===== src/rtl/ghr_update_unit.sv =====
// gshare history producer/updater: speculative GHR, PHT read index, F/D/E branch tracking,
// PHT training strobe and mispredict recovery. Optional perf counters under GHR_PERF_CNT_EN.
module ghr_update_unit #(
  parameter int unsigned NUM_GHR_BITS = 5
) (
  input  logic                    clk,
  input  logic                    reset_i,
  input  logic [31:0]             pc_f_i,
  input  logic                    is_branch_f_i,
  input  logic                    predict_taken_i,
  input  logic                    stall_i,
  input  logic                    taken_e_i,
  output logic [NUM_GHR_BITS-1:0] PHTreadaddress_o,
  output logic                    PHTincrement_o,
  output logic                    B_o,
  output logic [NUM_GHR_BITS-1:0] PHTwriteaddress_o,
  output logic                    predict_taken_f_o,
  output logic                    mispredict_o
`ifdef GHR_PERF_CNT_EN
  ,
  output logic [15:0]             br_count_o,
  output logic [15:0]             mispred_count_o
`endif
);

  localparam int unsigned N    = NUM_GHR_BITS;
  localparam int unsigned PC_W = 32;
  localparam int unsigned CNT_W = 16;

  logic [N-1:0] r_ghr;
  logic         r_vld_d;
  logic         r_pred_d;
  logic [N-1:0] r_idx_d;
  logic [N-1:0] r_snap_d;
  logic         r_vld_e;
  logic         r_pred_e;
  logic [N-1:0] r_idx_e;
  logic [N-1:0] r_snap_e;

  logic [N-1:0] w_rd_idx;
  logic [N-1:0] w_ghr_shift;
  logic [N-1:0] w_ghr_restore;
  logic         w_mispredict;
  logic         w_unused_bits;

  // PHT index: history folded with word-aligned PC bits, no carry.
  assign w_rd_idx      = r_ghr ^ pc_f_i[N+1:2];
  assign w_ghr_shift   = {r_ghr[N-2:0], predict_taken_i};
  assign w_ghr_restore = {r_snap_e[N-2:0], taken_e_i};
  assign w_mispredict  = r_vld_e & (taken_e_i != r_pred_e);

  assign w_unused_bits = ^{pc_f_i[PC_W-1:N+2], pc_f_i[1:0], r_snap_e[N-1]};

  assign PHTreadaddress_o  = w_rd_idx;
  assign predict_taken_f_o = is_branch_f_i & predict_taken_i;
  assign B_o               = r_vld_e;
  assign PHTwriteaddress_o = r_idx_e;
  assign PHTincrement_o    = r_vld_e & taken_e_i;
  assign mispredict_o      = w_mispredict;

  // Priority: mispredict flush > stall (hold F/D, bubble D/E) > normal advance.
  always_ff @(posedge clk or posedge reset_i) begin
    if (reset_i) begin
      r_ghr    <= '0;
      r_vld_d  <= 1'b0;
      r_pred_d <= 1'b0;
      r_idx_d  <= '0;
      r_snap_d <= '0;
      r_vld_e  <= 1'b0;
      r_pred_e <= 1'b0;
      r_idx_e  <= '0;
      r_snap_e <= '0;
    end else if (w_mispredict) begin
      r_ghr   <= w_ghr_restore;
      r_vld_d <= 1'b0;
      r_vld_e <= 1'b0;
    end else if (stall_i) begin
      r_vld_e <= 1'b0;
    end else begin
      if (is_branch_f_i) begin
        r_ghr <= w_ghr_shift;
      end
      r_vld_d  <= is_branch_f_i;
      r_pred_d <= predict_taken_i;
      r_idx_d  <= w_rd_idx;
      r_snap_d <= r_ghr;
      r_vld_e  <= r_vld_d;
      r_pred_e <= r_pred_d;
      r_idx_e  <= r_idx_d;
      r_snap_e <= r_snap_d;
    end
  end

`ifdef GHR_PERF_CNT_EN
  logic [CNT_W-1:0] r_br_cnt;
  logic [CNT_W-1:0] r_mis_cnt;

  // Saturating event counters.
  always_ff @(posedge clk or posedge reset_i) begin
    if (reset_i) begin
      r_br_cnt  <= '0;
      r_mis_cnt <= '0;
    end else begin
      if (r_vld_e && (r_br_cnt != {CNT_W{1'b1}})) begin
        r_br_cnt <= r_br_cnt + CNT_W'(1);
      end
      if (w_mispredict && (r_mis_cnt != {CNT_W{1'b1}})) begin
        r_mis_cnt <= r_mis_cnt + CNT_W'(1);
      end
    end
  end

  assign br_count_o      = r_br_cnt;
  assign mispred_count_o = r_mis_cnt;
`endif

endmodule

===== config.mk =====
export PLATFORM = sky130hd
export DESIGN_NAME = ghr_update_unit
export DESIGN_NICKNAME = d
export VERILOG_FILES = /design/src/rtl/ghr_update_unit.sv
export SDC_FILE = /design/constraint.sdc
export NUM_CORES = 1
export LEC_CHECK = 0
export CAP_MARGIN = 40
export CORE_MARGIN = 2
export CORE_UTILIZATION = 60
export CTS_BUF_LIST = sky130_fd_sc_hd__clkbuf_16
export DETAILED_ROUTE_END_ITERATION = 16
export DONT_BUFFER_PORTS = 1
export PLACE_DENSITY = 0.72
export SYNTH_ARGS = -nofsm -noshare
export SYNTH_HDL_FRONTEND = slang
export SYNTH_SLANG_ARGS = --single-unit

===== constraint.sdc =====
create_clock -name clk -period 1.7 [get_ports clk]
set_clock_uncertainty 0.05 [all_clocks]
set_input_delay 0.51 -clock clk [delete_from_list [all_inputs] [get_ports clk]]
set_output_delay 0.51 -clock clk [all_outputs]
set_load 0.03 [all_outputs]

==> results.tsv, run 1 <==
stage	metric	value	unit
final_layout	drive_gt1_share	40.6	%
die	die_h	49.6	µm
clock_tree	cts_sinks	27	
clock_tree	clk_latency	260	ps
worst_setup_path	reg2reg_depth	4	
placed_design	dpl_worst_slack	65.8	ps
routing	vias	697	
routing	route.final.wire_length	2050	µm
worst_setup_path	path_class	register to primary output	
pwr	intPower	1.71	mW
die	die_x	49.6	µm
die	die_area	0.00246	mm²
sta	tightest_slew	496	ps
logic_synthesis	synth_area	0.00124	mm²
logic_synthesis	seq_area_frac_synth	54.3	%
sta	setup_ws	38.0	ps
routing	drt_pass1_iterations	3	
worst_setup_path	start_kind	register	
logic_synthesis	ys_seq_elements	27	
pwr	p_per_area	1790	mW/mm²
grt	grt_pass1_wl	3420	µm
clock_tree	max-clock-path-buffers	2	
run_status	status	complete, no violations	
routing	vias_per_cell	5.67	
sta	relSlewSlack	66.9	%
grt	first_global_vias	770	
logic_synthesis	postSynthAreaPerCell	14.3	µm²
grt	antenna_found_initial	0	
clock_tree	cts_buffers	3	
pwr	p_leak	0.717	nW
final_layout	fillers	142	
routing	wl_per_cell	16.7	µm
clock_tree	hold_buffers	0	
logic_synthesis	synthCells	87	
placed_design	routabilityCongestion	0.672	
clock_tree	post-cts-setup-buffers	0	
pwr	switchingPower	0.884	mW
pwr	pwr-share-seq	48.2	%
worst_setup_path	reg2reg_to	r_idx_d[3]	
sta	hold_viol_final	0	
worst_setup_path	critPathCaptureType	primary output	
die	initial_core_util	63.5	%
sta	setup_viol	0	
pwr	combPwrFrac	31.6	%
logic_synthesis	ys_warn_count	0	
sta	final-max-slew-violation-count	0	
clock_tree	clk_pin_slew	70	ps
final_layout	multiInputGateArea	546	µm²
worst_setup_path	cp_slowest_cell	dfrtp_2	
worst_setup_path	worst_path_largest_cell_delay	440	ps
grt	grt_max_degree	17	
placed_design	dpl_cell_area	0.00134	mm²
final_layout	diodes	0	
pwr	power.total	2.60	mW
placed_design	io_buffers	0	
die	ios	52	
worst_setup_path	cp_max_fo	4	
final_layout	layout_commonest_cell	dfrtp_1	
grt	grt_usage	18.5	%
final_layout	post-route-util	74.0	%
sta	layout_worst_path_cycle_share	97.8	%
placed_design	hpwl	1500	µm
worst_setup_path	worstPathRequired	1140	ps
routing	drc	0	
die	num_rows	16	
worst_setup_path	crit_path_cell_trace	xor2_2 -> and2_4	
logic_synthesis	synth_cell_types	22	
sta	layout_min_cycle_time	1660	ps
final_layout	fin_cells	123	
hold_path	hp-class	input port to asynchronous set/reset pin	
sta	hold_slack	108	ps
final_layout	areaGrowthSynthToFinish	16.6	%
final_layout	stdcell_area	0.00145	mm²
pwr	p_clk_share	20.2	%
worst_setup_path	r2r-start	r_pred_e	
clock_tree	cts_tree	built	
grt	grt.overflow.total	0	
placed_design	placed_cells	119	
logic_synthesis	synth_fp_nets	125	
clock_tree	cts_root_buffer	clkbuf_16	
final_layout	fin_nets	135	
sta	fin_setup_tns	0	ps
worst_setup_path	r2r_slack	140	ps
sta	max_freq	602	MHz
final_layout	regArea	677	µm²
pwr	ir_drop	1.03	mV
pwr	netSwitchingFraction	34.0	%
worst_setup_path	cp_data_arrival_time	1100	ps
die	coreArea	0.00196	mm²
clock_tree	htree_levels	1	
final_layout	final_cell_mix	dfrtp_1 (26), mux2_4 (19), buf_4 (8)	
flow_run	maxCapViolations	0	
routing	ant_nets	0	
sta	rsz0062_at_grt	true	
routing	drt_iter0_drc	7	
## synthesized netlist by cell type, drive strengths merged
library cell,n,area (µm²)
nand2,6,22.5
nand2b,1,6.26
mux2i,4,40.0
mux2,20,297
buf,3,27.5
xnor2,1,8.76
o22ai,4,25.0
a221o,1,10.0
clkbuf,2,8.75
a22oi,1,7.51
a21oi,2,13.8
and2,3,20.0
inv,4,15.0
nor3b,1,7.51
dfrtp,27,676
xor2,6,52.6
a21o,1,7.51
## cell families (layout without fill, tap and decap cells)
logic type | count (synthesis) | count (layout) | synth area share, %
buffers and inverters | 9 | 18 | 4.12
flip-flops | 27 | 27 | 54.3
XOR/XNOR | 7 | 7 | 4.92
AND/OR/NAND/NOR | 11 | 11 | 4.52
AO/OA/AOI/OAI | 9 | 9 | 5.13
multiplexers | 24 | 24 | 27.0
## final cells by class
class                      count  share of cell area [%]
clock buffer                   3                    5.17
inverter                       4                    1.03
timing repair buffer          10                    6.90
tap                           27                    2.33
multi-input combinational     51                    37.6
clock inverter                 1                   0.345
sequential                    27                    46.6
## sequential cells by signal (all words and copies together) (netlist names)
signal,count
B_o,1
PHTwriteaddress_o,5
r_ghr,5
r_idx_d,5
r_pred_d,1
r_pred_e,1
r_snap_d,4
r_snap_e,4
r_vld_d,1
## worst max-delay path: cells and delay by family, from the launching register on
kind / cells / cell delay [ps]
AND/OR/NAND/NOR: 1 / 230
XOR/XNOR: 1 / 170
flip-flops: 1 / 440
## power groups by stage
stage	Sequential [mW]	Clock, mW	Combinational, mW
finish	1.25	0.524	0.821
floorplan	1.19	0	0.665
detailed placement	1.26	0	0.811
global placement	1.24	0	0.783
global route	1.28	0.560	0.882
CTS	1.25	0.529	0.827
## per-layer routing
layer	share of wire, %	global-route usage, %	up-vias	routed length, µm
met2	51	28.9	20	1040
met4	0	8.80	0	0
li1	-	-	314	-
met3	4.1	3.03	0	84
met1	45	25.2	363	928
met5	0	0	-	0
## worst max path at each step
stage                         start             endpoint  depth (start not counted)
after floorplan                 B_o         mispredict_o                          3
after global placement    pc_f_i[4]  PHTreadaddress_o[2]                          1
after detailed placement  pc_f_i[4]  PHTreadaddress_o[2]                          1
after CTS                  r_pred_e         mispredict_o                          2
after global routing       r_pred_e         mispredict_o                          2
final                      r_pred_e         mispredict_o                          2
## what timing repair did
item | 4_1_cts | 5_1_grt
pin swaps | 1 | 0
gates resized for setup | 3 | 2
endpoints found under the setup margin | 2 | 2
endpoints found under the hold margin | 0 | 0
(Power assumes the default switching activity.)
==> inputs of run 2 (changes only) <==
Settings changed: CORE_UTILIZATION 60 to 64, CTS_BUF_LIST sky130_fd_sc_hd__clkbuf_16 to sky130_fd_sc_hd__clkbuf_4 sky130_fd_sc_hd__clkbuf_8, PLACE_DENSITY 0.72 to 0.76.
==> run 2 against run 1 <==
The flow now finishes with violations (negative setup slack); sequential share of layout area grew 0.54 points; total power down 5.4%; critical path depth unchanged; final area shrank 0.78%.
==> results.tsv, run 2 (synthesis results as in run 1) <==
stage	metric	value	unit	change
run_status	status	finished, violations left		was complete, no violations
run_status	violations	negative setup slack		
final_layout	post-route-util	80.8	%	was 74.0%
worst_setup_path	cp_data_arrival_time	1170	ps	was 1100 ps
die	die_h	48.1	µm	was 49.6 µm
final_layout	areaGrowthSynthToFinish	15.7	%	was 16.6%
worst_setup_path	critPathCaptureType	primary output		unchanged
clock_tree	cts_sinks	27		unchanged
grt	grt_max_degree	17		unchanged
die	initial_core_util	69.8	%	was 63.5%
sta	setup_viol	1		was 0
worst_setup_path	worstPathRequired	1140	ps	about the same
grt	grt_usage	22.7	%	was 18.5%
sta	layout_min_cycle_time	1730	ps	was 1660 ps
grt	grt_pass1_wl	3480	µm	was 3420 µm
die	die_x	48.1	µm	was 49.6 µm
hold_path	hp-class	input port to asynchronous set/reset pin		unchanged
die	ios	52		unchanged
die	die_area	0.00231	mm²	was 0.00246 mm²
placed_design	io_buffers	0		unchanged
sta	final-max-slew-violation-count	0		unchanged
pwr	power.total	2.46	mW	was 2.60 mW
placed_design	placed_cells	117		was 119
sta	layout_worst_path_cycle_share	102	%	was 97.8%
sta	max_freq	577	MHz	was 602 MHz
clock_tree	max-clock-path-buffers	2		unchanged
sta	rsz0062_at_grt	true		unchanged
placed_design	dpl_cell_area	0.00134	mm²	about the same
final_layout	fin_cells	125		was 123
flow_run	maxCapViolations	0		unchanged
placed_design	hpwl	1560	µm	was 1500 µm
routing	vias_per_cell	5.83		was 5.67
final_layout	regArea	679	µm²	was 677 µm²
sta	relSlewSlack	66.8	%	was 66.9%
sta	tightest_slew	498	ps	was 496 ps
grt	antenna_found_initial	0		unchanged
sta	setup_ws	-34.0	ps	was 38.0 ps
die	coreArea	0.00178	mm²	was 0.00196 mm²
worst_setup_path	start_kind	register		unchanged
final_layout	stdcell_area	0.00144	mm²	was 0.00145 mm²
final_layout	drive_gt1_share	47.0	%	was 40.6%
clock_tree	htree_levels	1		unchanged
final_layout	layout_commonest_cell	dfrtp_1		unchanged
clock_tree	clk_pin_slew	140	ps	was 70 ps
routing	vias	729		was 697
final_layout	fillers	101		was 142
final_layout	multiInputGateArea	553	µm²	was 546 µm²
final_layout	diodes	0		unchanged
pwr	p_per_area	1710	mW/mm²	was 1790 mW/mm²
routing	drc	0		unchanged
clock_tree	cts_tree	built		unchanged
sta	hold_slack	19.4	ps	was 108 ps
placed_design	routabilityCongestion	0.733		was 0.672
routing	route.final.wire_length	2280	µm	was 2050 µm
final_layout	fin_nets	139		was 135
grt	first_global_vias	730		was 770
clock_tree	hold_buffers	0		unchanged
clock_tree	clk_latency	330	ps	was 260 ps
worst_setup_path	reg2reg_depth	4		unchanged
worst_setup_path	path_class	register to primary output		unchanged
die	num_rows	15		was 16
routing	drt_iter0_drc	11		was 7
routing	wl_per_cell	18.3	µm	was 16.7 µm
worst_setup_path	cp_max_fo	2		was 4
pwr	ir_drop	1.22	mV	was 1.03 mV
pwr	p_leak	0.711	nW	was 0.717 nW
clock_tree	cts_buffers	3		unchanged
final_layout	final_cell_mix	dfrtp_1 (24), mux2_4 (19), buf_4 (11)		was dfrtp_1 (26), mux2_4 (19), buf_4 (8)
sta	hold_viol_final	0		unchanged
clock_tree	cts_root_buffer	clkbuf_4		was clkbuf_16
routing	ant_nets	0		unchanged
grt	grt.overflow.total	0		unchanged
routing	drt_pass1_iterations	4		was 3
[run 2: metal layers]
layer	vias up	share of wire [%]	GRT usage, %
met5	-	0	0
met4	0	1.7	9.73
met1	375	45	30.0
li1	322	-	-
met3	6	4.8	4.07
met2	26	49	37.1
[run 2: where the power goes]
group          leakage [nW]  switching, mW  internal [mW]
logic                 0.368          0.386          0.539
registers             0.325          0.336          0.916
clock network        0.0177          0.193         0.0884
[run 2: cell type report]
type	instances	share of cell area, %
Clock inverter	1	0.348
Timing Repair Buffer	14	9.30
Multi-Input combinational cell	51	38.4
Clock buffer	3	1.56
Inverter	4	1.04
Tap cell	25	2.17
Sequential cell	27	47.2
[run 2: worst paths after layout]
check	from	end	slack [ps]
max in group asynchronous	reset_i	B_o	1120
setup reg to reg	r_pred_e	r_idx_d[3]	160
hold / removal	reset_i	r_ghr[0]	20
min in group clk	stall_i	r_vld_d	250
setup / recovery	r_pred_e	mispredict_o	-30
hold reg to reg	r_vld_d	B_o	480
[run 2: worst max-delay path, cell delays in order (launching register included)]
cell     delay, ps
dfrtp_2        450
xor2_2         160
and2_4         230
[run 2: metrics by stage]
| stage | setup slack [ps] | setup TNS [ps] |
|---|---|---|
| 4_1_cts | -27.4 | -27.4 |
| 3_5_place_dp | 66.0 | 0 |
| 6_report | -34.0 | -34.0 |
| 3_3_place_gp | 82.0 | 0 |
| 2_1_floorplan | 48.6 | 0 |
| 5_1_grt | -70.0 | -166 |
[run 2: what timing repair did]
| action | 4_1_cts | 5_1_grt |
|---|---|---|
| pin swaps | 3 | 1 |
| gates resized for setup | 8 | 2 |
| setup endpoints to repair | 4 | 6 |
| setup buffers | 2 | 2 |
